<file path="src/rtl/fsm_example_pkg.sv">
`default_nettype none
// ============================================================================
// Module      : fsm_example_pkg
// Description : State codes, hold symbols and next-state / output lookups
//               for the controlled example FSM.
// Revision    : 1.0 - initial release
// ============================================================================
package fsm_example_pkg;

  typedef logic [1:0] fsm_state_t;
  typedef logic [1:0] fsm_sym_t;

  localparam fsm_state_t c_S0 = 2'b00;
  localparam fsm_state_t c_S1 = 2'b01;
  localparam fsm_state_t c_S2 = 2'b10;
  localparam fsm_state_t c_S3 = 2'b11;

  // Transition table of the controlled FSM.
  function automatic fsm_state_t next_state(input fsm_state_t s, input fsm_sym_t x);
    fsm_state_t n;
    n = c_S0;
    case (s)
      c_S0: n = x;
      c_S1: begin
        case (x)
          2'b00:   n = c_S0;
          2'b01:   n = c_S3;
          2'b10:   n = c_S1;
          default: n = c_S3;
        endcase
      end
      c_S2: begin
        case (x)
          2'b00:   n = c_S1;
          2'b01:   n = c_S3;
          2'b10:   n = c_S2;
          default: n = c_S0;
        endcase
      end
      default: begin
        case (x)
          2'b00:   n = c_S1;
          2'b01:   n = c_S0;
          2'b10:   n = c_S0;
          default: n = c_S3;
        endcase
      end
    endcase
    return n;
  endfunction

  // Output of the controlled FSM; it depends on the state only.
  function automatic logic fsm_out(input fsm_state_t s);
    logic o;
    case (s)
      c_S0:    o = 1'b1;
      c_S1:    o = 1'b0;
      c_S2:    o = 1'b1;
      default: o = 1'b0;
    endcase
    return o;
  endfunction

  // Symbol that keeps the controlled FSM parked in its current state.
  function automatic fsm_sym_t hold_sym(input fsm_state_t s);
    fsm_sym_t h;
    case (s)
      c_S0:    h = 2'b00;
      c_S1:    h = 2'b10;
      c_S2:    h = 2'b10;
      default: h = 2'b11;
    endcase
    return h;
  endfunction

  // Lowest symbol moving 'from' to 'to' in one step; 00 when none exists,
  // so callers confirm the result with next_state().
  function automatic fsm_sym_t lowest_sym(input fsm_state_t from, input fsm_state_t to);
    fsm_sym_t sym;
    sym = 2'b00;
    for (int i = 3; i >= 0; i--) begin
      if (next_state(from, fsm_sym_t'(i)) == to) begin
        sym = fsm_sym_t'(i);
      end
    end
    return sym;
  endfunction

endpackage
`default_nettype wire

</file>
<file path="src/rtl/fsm_example_model.sv">
`default_nettype none
// ============================================================================
// Module      : fsm_example_model
// Description : Combinational copy of the controlled FSM: given a state and
//               an input symbol, produce the next state and current output.
// Revision    : 1.0 - initial release
// ============================================================================
module fsm_example_model
  import fsm_example_pkg::*;
(
  input  fsm_state_t cur_state,
  input  fsm_sym_t   symbol,
  output fsm_state_t nxt_state,
  output logic       out_bit
);

  // Pure table lookup, no state held here.
  always_comb begin
    nxt_state = next_state(cur_state, symbol);
    out_bit   = fsm_out(cur_state);
  end

endmodule
`default_nettype wire

</file>
<file path="src/rtl/fsm_steer_driver.sv">
`default_nettype none
// ============================================================================
// Module      : fsm_steer_driver
// Description : Steers an external FSM to a requested state by driving the
//               shortest symbol path, mirrors its state, and optionally
//               checks its output against the mirrored expectation.
// Revision    : 1.0 - initial release
// ============================================================================
module fsm_steer_driver
  import fsm_example_pkg::*;
#(
  parameter bit CHECK_EN = 1'b1
) (
  input  logic       clk,
  input  logic       reset,
  input  logic       req_valid,
  input  logic [1:0] req_target,
  output logic       req_ready,
  output logic [1:0] drv_input,
  output logic       drv_active,
  input  logic       fsm_output,
  output logic [1:0] model_state,
  output logic       done,
  output logic       err
);

  localparam logic [1:0] c_IDLE  = 2'b00;
  localparam logic [1:0] c_DRIVE = 2'b01;
  localparam logic [1:0] c_RESP  = 2'b10;

  logic [1:0] r_ctrl;
  fsm_state_t r_model_state;
  fsm_sym_t   r_sym0;
  fsm_sym_t   r_sym1;
  logic       r_two;
  logic       r_idx;
  logic       r_sticky;

  fsm_state_t w_next_state;
  logic       w_exp_out;
  logic       w_mismatch;
  logic       w_accept;
  fsm_sym_t   w_direct_sym;
  logic       w_direct_ok;
  fsm_sym_t   w_first_sym;
  fsm_state_t w_hop_state;
  logic       w_path_out_unused;
  fsm_sym_t   w_second_sym;
  logic       w_len0;
  logic       w_len2;

  // Mirror of the controlled FSM, fed with whatever is being driven.
  fsm_example_model u_mirror (
    .cur_state (r_model_state),
    .symbol    (drv_input),
    .nxt_state (w_next_state),
    .out_bit   (w_exp_out)
  );

  // Path lookup: take the direct symbol if there is one, else head for S0;
  // the hop state tells whether a second symbol (from S0) is needed.
  assign w_direct_sym = lowest_sym(r_model_state, req_target);
  assign w_direct_ok  = (next_state(r_model_state, w_direct_sym) == req_target);
  assign w_first_sym  = w_direct_ok ? w_direct_sym : lowest_sym(r_model_state, c_S0);

  fsm_example_model u_path (
    .cur_state (r_model_state),
    .symbol    (w_first_sym),
    .nxt_state (w_hop_state),
    .out_bit   (w_path_out_unused)
  );

  assign w_second_sym = lowest_sym(w_hop_state, req_target);
  assign w_len0       = (req_target == r_model_state);
  assign w_len2       = !w_len0 && (w_hop_state != req_target);
  assign w_accept     = req_valid && (r_ctrl == c_IDLE);

  generate
    if (CHECK_EN) begin : g_check_on
      assign w_mismatch = (fsm_output != w_exp_out);
    end else begin : g_check_off
      assign w_mismatch = 1'b0;
    end
  endgenerate

  // Drive the next path symbol in DRIVE, otherwise park the FSM in place.
  always_comb begin
    drv_input = hold_sym(r_model_state);
    if (r_ctrl == c_DRIVE) begin
      drv_input = r_idx ? r_sym1 : r_sym0;
    end
  end

  // Mirrored FSM state follows the driven symbol every cycle.
  always_ff @(posedge clk or posedge reset) begin
    if (reset) begin
      r_model_state <= c_S0;
    end else begin
      r_model_state <= w_next_state;
    end
  end

  // Controller: latch the path at accept, walk it, then report once.
  always_ff @(posedge clk or posedge reset) begin
    if (reset) begin
      r_ctrl   <= c_IDLE;
      r_sym0   <= 2'b00;
      r_sym1   <= 2'b00;
      r_two    <= 1'b0;
      r_idx    <= 1'b0;
      r_sticky <= 1'b0;
    end else begin
      case (r_ctrl)
        c_IDLE: begin
          if (w_accept) begin
            r_sticky <= 1'b0;
            r_sym0   <= w_first_sym;
            r_sym1   <= w_second_sym;
            r_two    <= w_len2;
            r_idx    <= 1'b0;
            r_ctrl   <= w_len0 ? c_RESP : c_DRIVE;
          end
        end
        c_DRIVE: begin
          if (w_mismatch) begin
            r_sticky <= 1'b1;
          end
          if (r_two && !r_idx) begin
            r_idx <= 1'b1;
          end else begin
            r_ctrl <= c_RESP;
          end
        end
        c_RESP:  r_ctrl <= c_IDLE;
        default: r_ctrl <= c_IDLE;
      endcase
    end
  end

  assign req_ready   = (r_ctrl == c_IDLE);
  assign drv_active  = (r_ctrl == c_DRIVE);
  assign done        = (r_ctrl == c_RESP);
  assign err         = done && CHECK_EN && r_sticky;
  assign model_state = r_model_state;

endmodule
`default_nettype wire

</file>
<file path="config.mk">
export PLATFORM = sky130hd
export DESIGN_NAME = fsm_steer_driver
export DESIGN_NICKNAME = d
export VERILOG_FILES = /design/src/rtl/fsm_example_pkg.sv /design/src/rtl/fsm_example_model.sv /design/src/rtl/fsm_steer_driver.sv
export SDC_FILE = /design/constraint.sdc
export NUM_CORES = 1
export LEC_CHECK = 0
export ABC_CLOCK_PERIOD_IN_PS = 7230
export BUFFER_PORTS_ARGS = -buffer_cell sky130_fd_sc_hd__buf_2
export CAP_MARGIN = 40
export CORE_MARGIN = 8
export CORE_UTILIZATION = 52
export CTS_BUF_LIST = sky130_fd_sc_hd__clkbuf_2
export DETAILED_ROUTE_END_ITERATION = 7
export PLACE_DENSITY_LB_ADDON = 0.3
export SYNTH_ARGS = -nofsm -noshare
export SYNTH_HDL_FRONTEND = slang
export SYNTH_SLANG_ARGS = --single-unit
</file>
<file path="constraint.sdc">
create_clock -name clk -period 7.23 [get_ports clk]
set_input_delay 0.723 -clock clk [delete_from_list [all_inputs] [get_ports clk]]
set_output_delay 0.723 -clock clk [all_outputs]
set_load 0.005 [all_outputs]
</file>
# After elaboration in Yosys (flattened, before gate mapping)
# Index checks and enable logic that the tools add are counted.
dict set report classes {
  addsub 0
  mul 0
  n_div 0
  order_cmp 0
  eq_ne 28
  shift 0
  n_mux 46
  bitwise 0
  reduce_logical 30
}
# operator n
set op_table {}
lappend op_table {{$pmux 2 s2} 12}
lappend op_table {{$mux 2} 20}
lappend op_table {{$pmux 2 s3} 6}
lappend op_table {{$eq 2x2->1} 10}
lappend op_table {{$logic_not 2->1} 10}
lappend op_table {{$reduce_or 2->1} 9}
lappend op_table {{$eq 2x1->1 const B} 6}
lappend op_table {{$eq 2x2->1 const B} 6}
lappend op_table {{$mux 1} 6}
lappend op_table {{$ne 2x1->1 const B} 3}
lappend op_table {{$reduce_and 3->1} 2}
lappend op_table {{$logic_and 1x1->1} 4}
lappend op_table {{$pmux 1 s2} 2}
lappend op_table {{$reduce_and 2->1} 2}
lappend op_table {{$logic_not 1->1} 2}
lappend op_table {{$ne 2x2->1} 1}
lappend op_table {{$ne 2x2->1 const B} 1}
lappend op_table {{$reduce_bool 2->1} 1}
lappend op_table {{$ne 1x1->1} 1}
dict set report totals {
  ff_bits 11
  latch_bits 0
  mem_bits_rw 0
  rom_bits 0
  input_bits 6
  output_inout_bits 8
  word_cells 111
  memories 0
}

# Depth between registers and ports, before layout
# Gate-level depths: netlist (run 1).
dict set report depth {
  depth_word 24
  depth_mapped 24
  ltp_nobuf 23
}

# Modules after synthesis
# From an unflattened synthesis (run 1), not the netlist that was laid out.
dict set report hier_totals {
  cells_unflattened 195
  hier_area_um2 1597.8
}
# module n_inst cells_each area_each_um2 seq_area_each_um2
set modules_own_cells {}
lappend modules_own_cells {fsm_steer_driver 1 161 1335.0 275.3}
lappend modules_own_cells {fsm_example_model 2 17 131.4 0.0}

# Least setup slack after synthesis (run 1)
# No wires, ideal clock.
dict set report synth_path {
  kind {input -> register}
  from {in req_target[0]}
  to {reg r_sym1[1]}
  setup_time_ns 0.077
  arrival_ns 5.011
  slack_ns 2.142
  path_stages 19
  cell_sequence {buf_2 -> xor2_1 -> a22o_1 -> a211o_2 -> ha_1 -> or2_4 -> a211o_1 -> a311o_1 -> nor4b_4 -> a21oi_2 -> mux2i_2 -> inv_1 -> ha_1 -> a2111oi_2 -> a31o_2 -> ha_1 -> nor2b_1 -> a32oi_1 -> o21ai_1}
}
dict set report synth_between {
  elab_chain_cells 22
}
# element line_no
set synth_lines {}
lappend synth_lines {{from (decl)} fsm_steer_driver.sv:17} ;# input logic [1:0] req_target,
lappend synth_lines {{$eq 2x2->1} fsm_example_pkg.sv:82} ;# if (next_state(from, fsm_sym_t'(i)) == to) begin
lappend synth_lines {{$mux 2 (4 in series)} fsm_example_pkg.sv:82}
lappend synth_lines {{$eq 2x2->1 / $eq 2x1->1 (equally long branches)} {fsm_example_pkg.sv:25, fsm_example_pkg.sv:33, fsm_example_pkg.sv:41}}
lappend synth_lines {{$reduce_or 2->1 (no source line)} --}
lappend synth_lines {{$pmux 2 s2} fsm_example_pkg.sv:41} ;# case (x)
lappend synth_lines {{$pmux 2 s3} fsm_example_pkg.sv:22} ;# case (s)
lappend synth_lines {{$eq 2x2->1} fsm_steer_driver.sv:63} ;# assign w_direct_ok = (next_state(r_model_state, w_direct_sym) == req_target);
lappend synth_lines {{$mux 2 (*)} fsm_steer_driver.sv:64} ;# assign w_first_sym = w_direct_ok ? w_direct_sym : lowest_sym(r_model_state, c_S0);
lappend synth_lines {{via u_path.symbol[1]} fsm_example_model.sv:12} ;# input fsm_sym_t symbol,
lappend synth_lines {{(+2 left out)} --}
lappend synth_lines {{$pmux 2 s2} fsm_example_pkg.sv:41}
lappend synth_lines {{$pmux 2 s3 (*)} fsm_example_pkg.sv:22}
lappend synth_lines {{$eq 2x2->1 / $logic_not 2->1 (equally long branches)} fsm_example_pkg.sv:22}
lappend synth_lines {{$reduce_or 2->1 (no source line) / $mux 2 (equally long branches)} --}
lappend synth_lines {{$pmux 2 s2 / $eq 2x2->1 (equally long branches)} {fsm_example_pkg.sv:22, fsm_example_pkg.sv:82}}
lappend synth_lines {{$eq 2x2->1 / $mux 2 (equally long branches)} fsm_example_pkg.sv:82}
lappend synth_lines {{$mux 2 (2 in series)} fsm_example_pkg.sv:82}
lappend synth_lines {{$mux 2 (*)} fsm_example_pkg.sv:82}
lappend synth_lines {{to (signal assigned)} fsm_steer_driver.sv:118} ;# r_sym1 <= w_second_sym;
lappend synth_lines {{to (decl)} fsm_steer_driver.sv:34} ;# fsm_sym_t r_sym1;
# The timed path passes the listed nets; every way through them passes the cells marked *.
# A chain may end at the register's enable or synchronous reset.

# Final worst setup path (run 1)
dict set report layout_path {
  from {reg r_model_state[0], in the netlist model_state[0]}
  to {reg r_sym1[1]}
}
dict set report layout_between {
  elab_chain_cells 24
}
# element line_no
set layout_lines {}
lappend layout_lines {{from (decl)} fsm_steer_driver.sv:32} ;# fsm_state_t r_model_state;
lappend layout_lines {{from (signal assigned)} fsm_steer_driver.sv:97} ;# r_model_state <= c_S0;
lappend layout_lines {{from (signal assigned)} fsm_steer_driver.sv:99} ;# r_model_state <= w_next_state;
lappend layout_lines {{$eq 2x2->1 / $logic_not 2->1 (equally long branches)} --}
lappend layout_lines {{$reduce_or 2->1 (no source line) / $mux 2 (equally long branches)} --}
lappend layout_lines {{$pmux 2 s2 / $eq 2x2->1 (equally long branches)} {fsm_example_pkg.sv:22, fsm_example_pkg.sv:82}}
lappend layout_lines {{$eq 2x2->1 / $mux 2 (equally long branches)} fsm_example_pkg.sv:82}
lappend layout_lines {{$mux 2 (3 in series)} fsm_example_pkg.sv:82}
lappend layout_lines {{$eq 2x2->1 / $eq 2x1->1 (equally long branches)} {fsm_example_pkg.sv:25, fsm_example_pkg.sv:33, fsm_example_pkg.sv:41}}
lappend layout_lines {{$reduce_or 2->1 (no source line)} --}
lappend layout_lines {{$pmux 2 s2} fsm_example_pkg.sv:41}
lappend layout_lines {{(+3 left out)} --}
lappend layout_lines {{via u_path.symbol[1]} fsm_example_model.sv:12}
lappend layout_lines {{(+2 left out)} --}
lappend layout_lines {{$pmux 2 s2} fsm_example_pkg.sv:41}
lappend layout_lines {{$pmux 2 s3 (*)} fsm_example_pkg.sv:22}
lappend layout_lines {{$eq 2x2->1 / $logic_not 2->1 (equally long branches)} fsm_example_pkg.sv:22}
lappend layout_lines {{$reduce_or 2->1 (no source line) / $mux 2 (equally long branches)} --}
lappend layout_lines {{$pmux 2 s2 / $eq 2x2->1 (equally long branches)} {fsm_example_pkg.sv:22, fsm_example_pkg.sv:82}}
lappend layout_lines {{$eq 2x2->1 / $mux 2 (equally long branches)} fsm_example_pkg.sv:82}
lappend layout_lines {{$mux 2 (2 in series)} fsm_example_pkg.sv:82}
lappend layout_lines {{$mux 2 (*)} fsm_example_pkg.sv:82}
# Marks and branches as above.

==> results of run 1 <==
==> power groups by stage <==
stage	sequential, mW	clock (mW)	combinational (mW)
2_1_floorplan	0.111	0	0.521
3_3_place_gp	0.114	0	0.625
3_5_place_dp	0.116	0	0.644
4_1_cts	0.115	0.0371	0.651
5_1_grt	0.119	0.0411	0.736
6_report	0.115	0.0374	0.662
==> worst paths after layout <==
path / slack (ns) / endpoint / start / depth (start not counted)
setup reg to reg: 1.38 / r_sym1[1] / model_state[0] / 21
setup / recovery: 1.38 / r_sym1[1] / model_state[0] / 21
hold / removal: 0.42 / r_ctrl[1] / reset / 2
hold reg to reg: 0.50 / r_sym0[0] / r_sym0[0] / 2
min in group clk: 0.50 / r_sym0[0] / r_sym0[0] / 2
max in group asynchronous: 6.50 / r_sym1[0] / reset / 2
==> cell families after synthesis <==
group | Yosys count
and+or+nand+nor | 61
AOI/OAI and AO/OA | 58
buffers and inverters | 28
adders and majority gates | 18
DFF | 11
xor gates and xnor gates | 4
muxes | 4
==> flip-flops by register name, indices dropped and copies added (netlist names) <==
| name | cells |
|---|---|
| r_two | 1 |
| r_sym0 | 2 |
| r_ctrl | 2 |
| r_sticky | 1 |
| r_sym1 | 2 |
| r_idx | 1 |
| model_state | 2 |
==> cell type report <==
| cell class | count | share of cell area |
|---|---|---|
| repair buffers | 13 | 0.0419 |
| flip-flops and latches | 11 | 0.177 |
| inverters | 19 | 0.0460 |
| multi-input cells | 145 | 0.697 |
| clock buffers | 4 | 0.0129 |
| well taps | 31 | 0.0250 |
==> metrics by stage <==
stage	hold slack (ns)	power (mW)
floorplan	0.444	0.631
global placement	0.466	0.739
detailed placement	0.476	0.760
CTS	0.428	0.803
global route	0.442	0.896
finish	0.418	0.815
==> layer usage <==
metal / vias to the layer above / track usage / part of all wire
met2: 48 / 0.240 / 0.47
li1: 678 / - / -
met1: 670 / 0.176 / 0.45
met4: 0 / 0.0478 / 0.015
met3: 6 / 0.0329 / 0.059
met5: - / 0 / 0
==> Yosys cell counts, drive strengths merged <==
library cell and number:
nor3b 1, nand4 4, nand3 1, a31oi 1, a22o 1, a21o 2, a311o 1, a31o 1
o311ai 4, dfrtp 11, mux2i 4, a22oi 1, o2111ai 3, and2 2, o21a 1, nor3 3
xor2 4, or4b 1, and4b 1, buf 5, clkbuf 4, inv 19, nor4b 3, a211o 4
or2 3, and4 1, a2111oi 3, o41a 1, o211ai 4, ha 18, nand2b 5, a21oi 9
nor2 13, o21ai 18, a32oi 1, nor2b 6, a211oi 3, nand2 16, and2b 1
==> results.md, run 1 <==
- Ant. Diodes: 0
- Cell variety after synth: 55
- Setup violations, final: 0
- ANT nets after route: 0
- FF/Latch Area: 275 um^2
- Worst path bufs/invs: 1
- F_max: 171 MHz
- Combinational share of power: 0.813
- Root Driver: clkbuf_2
- Routed length per instance: 15.5 um
- Post-route DRC violation count: 0
- Leading area contributor after synthesis: dfrtp_1
- Setup crit end kind: flip-flop
- Cell Area, Placed: 1530 um^2
- Slowest-stage cell, CP: ha_1
- Commonest non-fill, non-tap cell in the layout: ha_1
- Clk Latency, worst-skew pair: 0.27 ns
- Final worst path period share: 0.809
- Fin crit period: 5.85 ns
- Final non-filler cell total: 223
- Vias after detailed routing: 1402
- Final TNS setup: 0 ns
- Reg power frac: 0.141
- Placeable Area: 2730 um^2
- I/O Pins: 14
- Rows: 19
- Internal Power: 0.371 mW
- CTS Buf Count: 3
- CP top delay family: compound AO/OA/AOI/OAI gates
- GPL Wtd Cong: 0.855
- Critical Path Fanout Max: 23
- Setup Fix Bufs, Post-CTS: 0
- Die Area: 4800 um^2
- Syn_nets: 208
- Sink Count: 11
- Mean area per synthesized cell: 8.02 um^2
- Finished Cell Area: 1550 um^2
- Total GRT Usage: 0.144
- Layout cells sized above 1: 0.177
- Via density per instance: 6.29
- Most frequent cells in the layout: 18 x ha_1, 17 x inv_1, 16 x nand2_1
- HP Class: in2async
- Count of final max-slew check failures: 0
- Area of the multi-input gates: 1080 um^2
- Least-Margin Pin Slew: 0.759 ns
- Reg clk slew, reported paths: 0.13 ns
- Die Y-Extent: 69.3 um
- Sw frac: 0.545
- Post-synthesis mux area share: 0.0322
- First-pass iteration count of the detailed router: 4
- Top cells by area, synth: dfrtp_1 19%, ha_1 15%, o21ai_0 4.7%, inv_1 4.3%, nand2_1 4.1%
- Synth top area share: 0.186
- Worst slew margin: 0.494
- Xor/xnor share of the synthesized area: 0.0237
- Yosys Warn Count: 0
- Leakage power: 0.717 nW
- Port bufs: 13
- Adder-cell share of the synthesized area: 0.153
- Clock Skew: 0.0136 ns
- Placed Cells: 219
- Worst setup SP type: flip-flop
- Sequential fraction of the synthesis area: 0.186
- Crit path required time: 7.42 ns
- PwrDens: 525 nW/um^2
- Hold Fails Final Rpt: 0
- Largest net degree at the start of global routing: 24
- Maximum vdd drop: 0.280 mV
- Seq cells post-synth: 11
- Final core occ: 0.568
- Area Overhead vs Synth: 5.08%
- Clk pwr share: 0.046
- Initial Util: 0.540
- HPWL after DPL: 2.59 mm
- CTS tree: yes
- Post-synthesis compound-gate area fraction: 0.287
- Hold_buf cts: 0
- Detailed Route WL: 3.46 mm
- 1st-iter DRT viols: 105
- Max capacitance violation total: 0
- Post-Syn Instances: 184
- Largest family of logic cells by synthesized area: compound AO/OA/AOI/OAI gates
- Post-CTS Resized: 0
- Mapped cell area: 1480 um^2
- Worst EP arrival: 6.04 ns
- GR Overflow Total: 0
- Worst-case clock buffer depth: 2
- Run status: complete, no violations
- Vias in the first global route: 1326
- Post-synthesis simple-gate area fraction: 0.236
- Final #Nets: 217
- Pre-CTS setup slack: 1.48 ns
- CP dominant cell by count: ha_1
- Worst-path cell chain: ha_1 > xor2_1 > a22o_1 > a211o_2 > ha_1 > or2_4 > a211o_1 > a311o_1 > nor4b_4 > a21oi_2 > mux2i_2 > inv_1 > ha_1 > a21oi_1 > o311ai_0 > a211o_2 > nand3_1 > ha_1 > nor2b_1 > a32oi_1 > o21ai_1
- WS Path Type: reg2reg
- Number of H-tree levels: 1
- Fill cells: 253
- Switching pwr: 0.444 mW
- RSZ-0062 raised after global routing: false
- First-pass GRT wire length: 6.01 mm
- Final worst slack: 1.38 ns
- Slowest stage delay, CP: 0.69 ns
- Initial antenna violation count: 0
- Die Wd: 69.3 um
Note: power is estimated with default switching activity, not from simulation.
==> inputs of run 2 (changes only) <==
- ABC_CLOCK_PERIOD_IN_PS: 7230 -> 6100
- clock period: 7.23 -> 6.1 ns (I/O delays scaled with it)
==> run 2 against run 1 <==
Total power rose by 23%. Clock-buffer cell count did not move. Critical path type unchanged. Critical endpoint is now r_sym1[0]. Sequential power rose by 19%. Maximum frequency rose by 4.2%. Die area did not move. First-iteration DRC count fell by 30%. Global-route usage rose by 0.16 points. Via count barely moved.
==> results.md, run 2 (synthesized netlist as in run 1, its figures left out) <==
- Run status: complete, no violations (unchanged)
- Count of final max-slew check failures: 0 (unchanged)
- Maximum vdd drop: 0.347 mV (was 0.280 mV)
- Vias in the first global route: 1403 (was 1326)
- GR Overflow Total: 0 (unchanged)
- Total GRT Usage: 0.145 (was 0.144)
- HP Class: in2async (unchanged)
- Initial Util: 0.540 (unchanged)
- GPL Wtd Cong: 0.897 (was 0.855)
- Reg clk slew, reported paths: 0.12 ns (was 0.13 ns)
- Setup violations, final: 0 (unchanged)
- CTS Buf Count: 3 (unchanged)
- Worst EP arrival: 5.75 ns (was 6.04 ns)
- PwrDens: 629 nW/um^2 (was 525 nW/um^2)
- Max capacitance violation total: 0 (unchanged)
- Pre-CTS setup slack: 0.398 ns (was 1.48 ns)
- Crit path launch: model_state[0] (unchanged)
- Initial antenna violation count: 0 (unchanged)
- First-pass iteration count of the detailed router: 4 (unchanged)
- Worst slew margin: 0.567 (was 0.494)
- ANT nets after route: 0 (unchanged)
- HPWL after DPL: 2.70 mm (was 2.59 mm)
- Final core occ: 0.582 (was 0.568)
- Clk Latency, worst-skew pair: 0.27 ns (about the same)
- Setup crit end kind: flip-flop (unchanged)
- Root Driver: clkbuf_2 (unchanged)
- Die Y-Extent: 69.3 um (unchanged)
- Layout cells sized above 1: 0.201 (was 0.177)
- RSZ-0062 raised after global routing: false (unchanged)
- Final #Nets: 219 (was 217)
- CTS tree: yes (unchanged)
- Final worst path period share: 0.920 (was 0.809)
- Crit path required time: 6.24 ns (was 7.42 ns)
- Placeable Area: 2730 um^2 (unchanged)
- First-pass GRT wire length: 6.04 mm (was 6.01 mm)
- Worst setup SP type: flip-flop (unchanged)
- Fill cells: 242 (was 253)
- Rows: 19 (unchanged)
- Post-route DRC violation count: 0 (unchanged)
- Critical Path Fanout Max: 16 (was 23)
- Fin crit period: 5.61 ns (was 5.85 ns)
- Hold Fails Final Rpt: 0 (unchanged)
- Number of H-tree levels: 1 (unchanged)
- F_max: 178 MHz (was 171 MHz)
- Ant. Diodes: 0 (unchanged)
- Sink Count: 11 (unchanged)
- Reg2Reg Depth: 22 (was 21)
- FF/Latch Area: 275 um^2 (unchanged)
- Vias after detailed routing: 1401 (was 1402)
- Critical Path Sink: r_sym1[0] (was r_sym1[1])
- I/O Pins: 14 (unchanged)
- Largest net degree at the start of global routing: 18 (was 24)
- Final worst slack: 0.487 ns (was 1.38 ns)
- Die Area: 4800 um^2 (unchanged)
- Detailed Route WL: 3.51 mm (was 3.46 mm)
- Reg2reg setup slack: 0.49 ns (was 1.38 ns)
- Port bufs: 13 (unchanged)
- Clock Skew: 0.00946 ns (was 0.0136 ns)
- Worst Hold Slack: 0.311 ns (was 0.418 ns)
- Worst-case clock buffer depth: 2 (unchanged)
- Reg2reg start: model_state[0] (unchanged)
- R2R Path End: r_sym1[0] (was r_sym1[1])
- Routed length per instance: 15.6 um (was 15.5 um)
- Most frequent cells in the layout: 17 x inv_1, 16 x nand2_1, 15 x ha_1 (was 18 x ha_1, 17 x inv_1, 16 x nand2_1)
- 1st-iter DRT viols: 74 (was 105)
- Least-Margin Pin Slew: 0.643 ns (was 0.759 ns)
- Area of the multi-input gates: 1110 um^2 (was 1080 um^2)
- Commonest non-fill, non-tap cell in the layout: inv_1 (was ha_1)
- Final TNS setup: 0 ns (unchanged)
- Leakage power: 0.724 nW (was 0.717 nW)
- WS Path Type: reg2reg (unchanged)
- Area Overhead vs Synth: 7.80% (was 5.08%)
- Die Wd: 69.3 um (unchanged)
- Via density per instance: 6.23 (was 6.29)
run 2: through the flow:
| stage | std cells | total power, mW | instance area, um^2 |
|---|---|---|---|
| final | 225 | 1.00 | 1590 |
| after global routing | 225 | 1.11 | 1590 |
| after CTS | 224 | 0.961 | 1560 |
| after detailed placement | 220 | 0.913 | 1540 |
| after global placement | 220 | 0.885 | 1540 |
| after floorplan | 184 | 0.748 | 1480 |
run 2: power breakdown:
group / leakage (nW) / total (mW) / switching, mW / internal, mW
clock network: 0.0166 / 0.0436 / 0.0262 / 0.0174
logic: 0.568 / 0.821 / 0.479 / 0.341
registers: 0.140 / 0.137 / 0.0312 / 0.105
run 2: worst min-delay path by stage:
stage	from	end	depth (start not counted)
2_1_floorplan	r_sym0[1]	r_sym0[1]	2
3_3_place_gp	r_sym1[1]	r_sym1[1]	2
3_5_place_dp	r_sticky	r_sticky	2
4_1_cts	reset	r_sticky	2
5_1_grt	reset	model_state[0]	2
6_report	reset	r_ctrl[1]	2
run 2: repair_timing:
action | in CTS | in global routing
endpoints found under the hold margin | 0 | 0
hold buffers | 0 | 0
setup endpoints to repair | 0 | 2
gates resized for setup | 0 | 5
buffers inserted | 0 | 1
run 2: cell type report:
class / instances / area share
well taps: 31 / 0.0244
multi-input cells: 145 / 0.695
inverters: 19 / 0.0448
clock buffers: 4 / 0.0126
repair buffers: 15 / 0.0503
flip-flops and latches: 11 / 0.173
run 2: per-layer routing:
metal / vias up / global-route usage / share of wire
li1: 684 / - / -
met1: 654 / 0.168 / 0.45
met2: 51 / 0.226 / 0.46
met3: 12 / 0.0372 / 0.054
met4: 0 / 0.105 / 0.036
met5: - / 0 / 0
run 2: critical path, cell delays in order (launching register included):
cell,delay [ns]
dfrtp_1,0.48
inv_1,0.12
ha_2,0.30
or4b_1,0.53
o21ai_0,0.10
a211o_2,0.23
inv_2,0.07
ha_1,0.19
or2_4,0.23
a211o_1,0.30
a311o_1,0.39
nor4b_4,0.41
a21oi_2,0.14
mux2i_4,0.28
inv_1,0.07
ha_1,0.38
a21oi_1,0.16
o311ai_0,0.13
a211o_2,0.30
nand3_1,0.08
ha_1,0.24
o21ai_0,0.21
o21ai_0,0.12
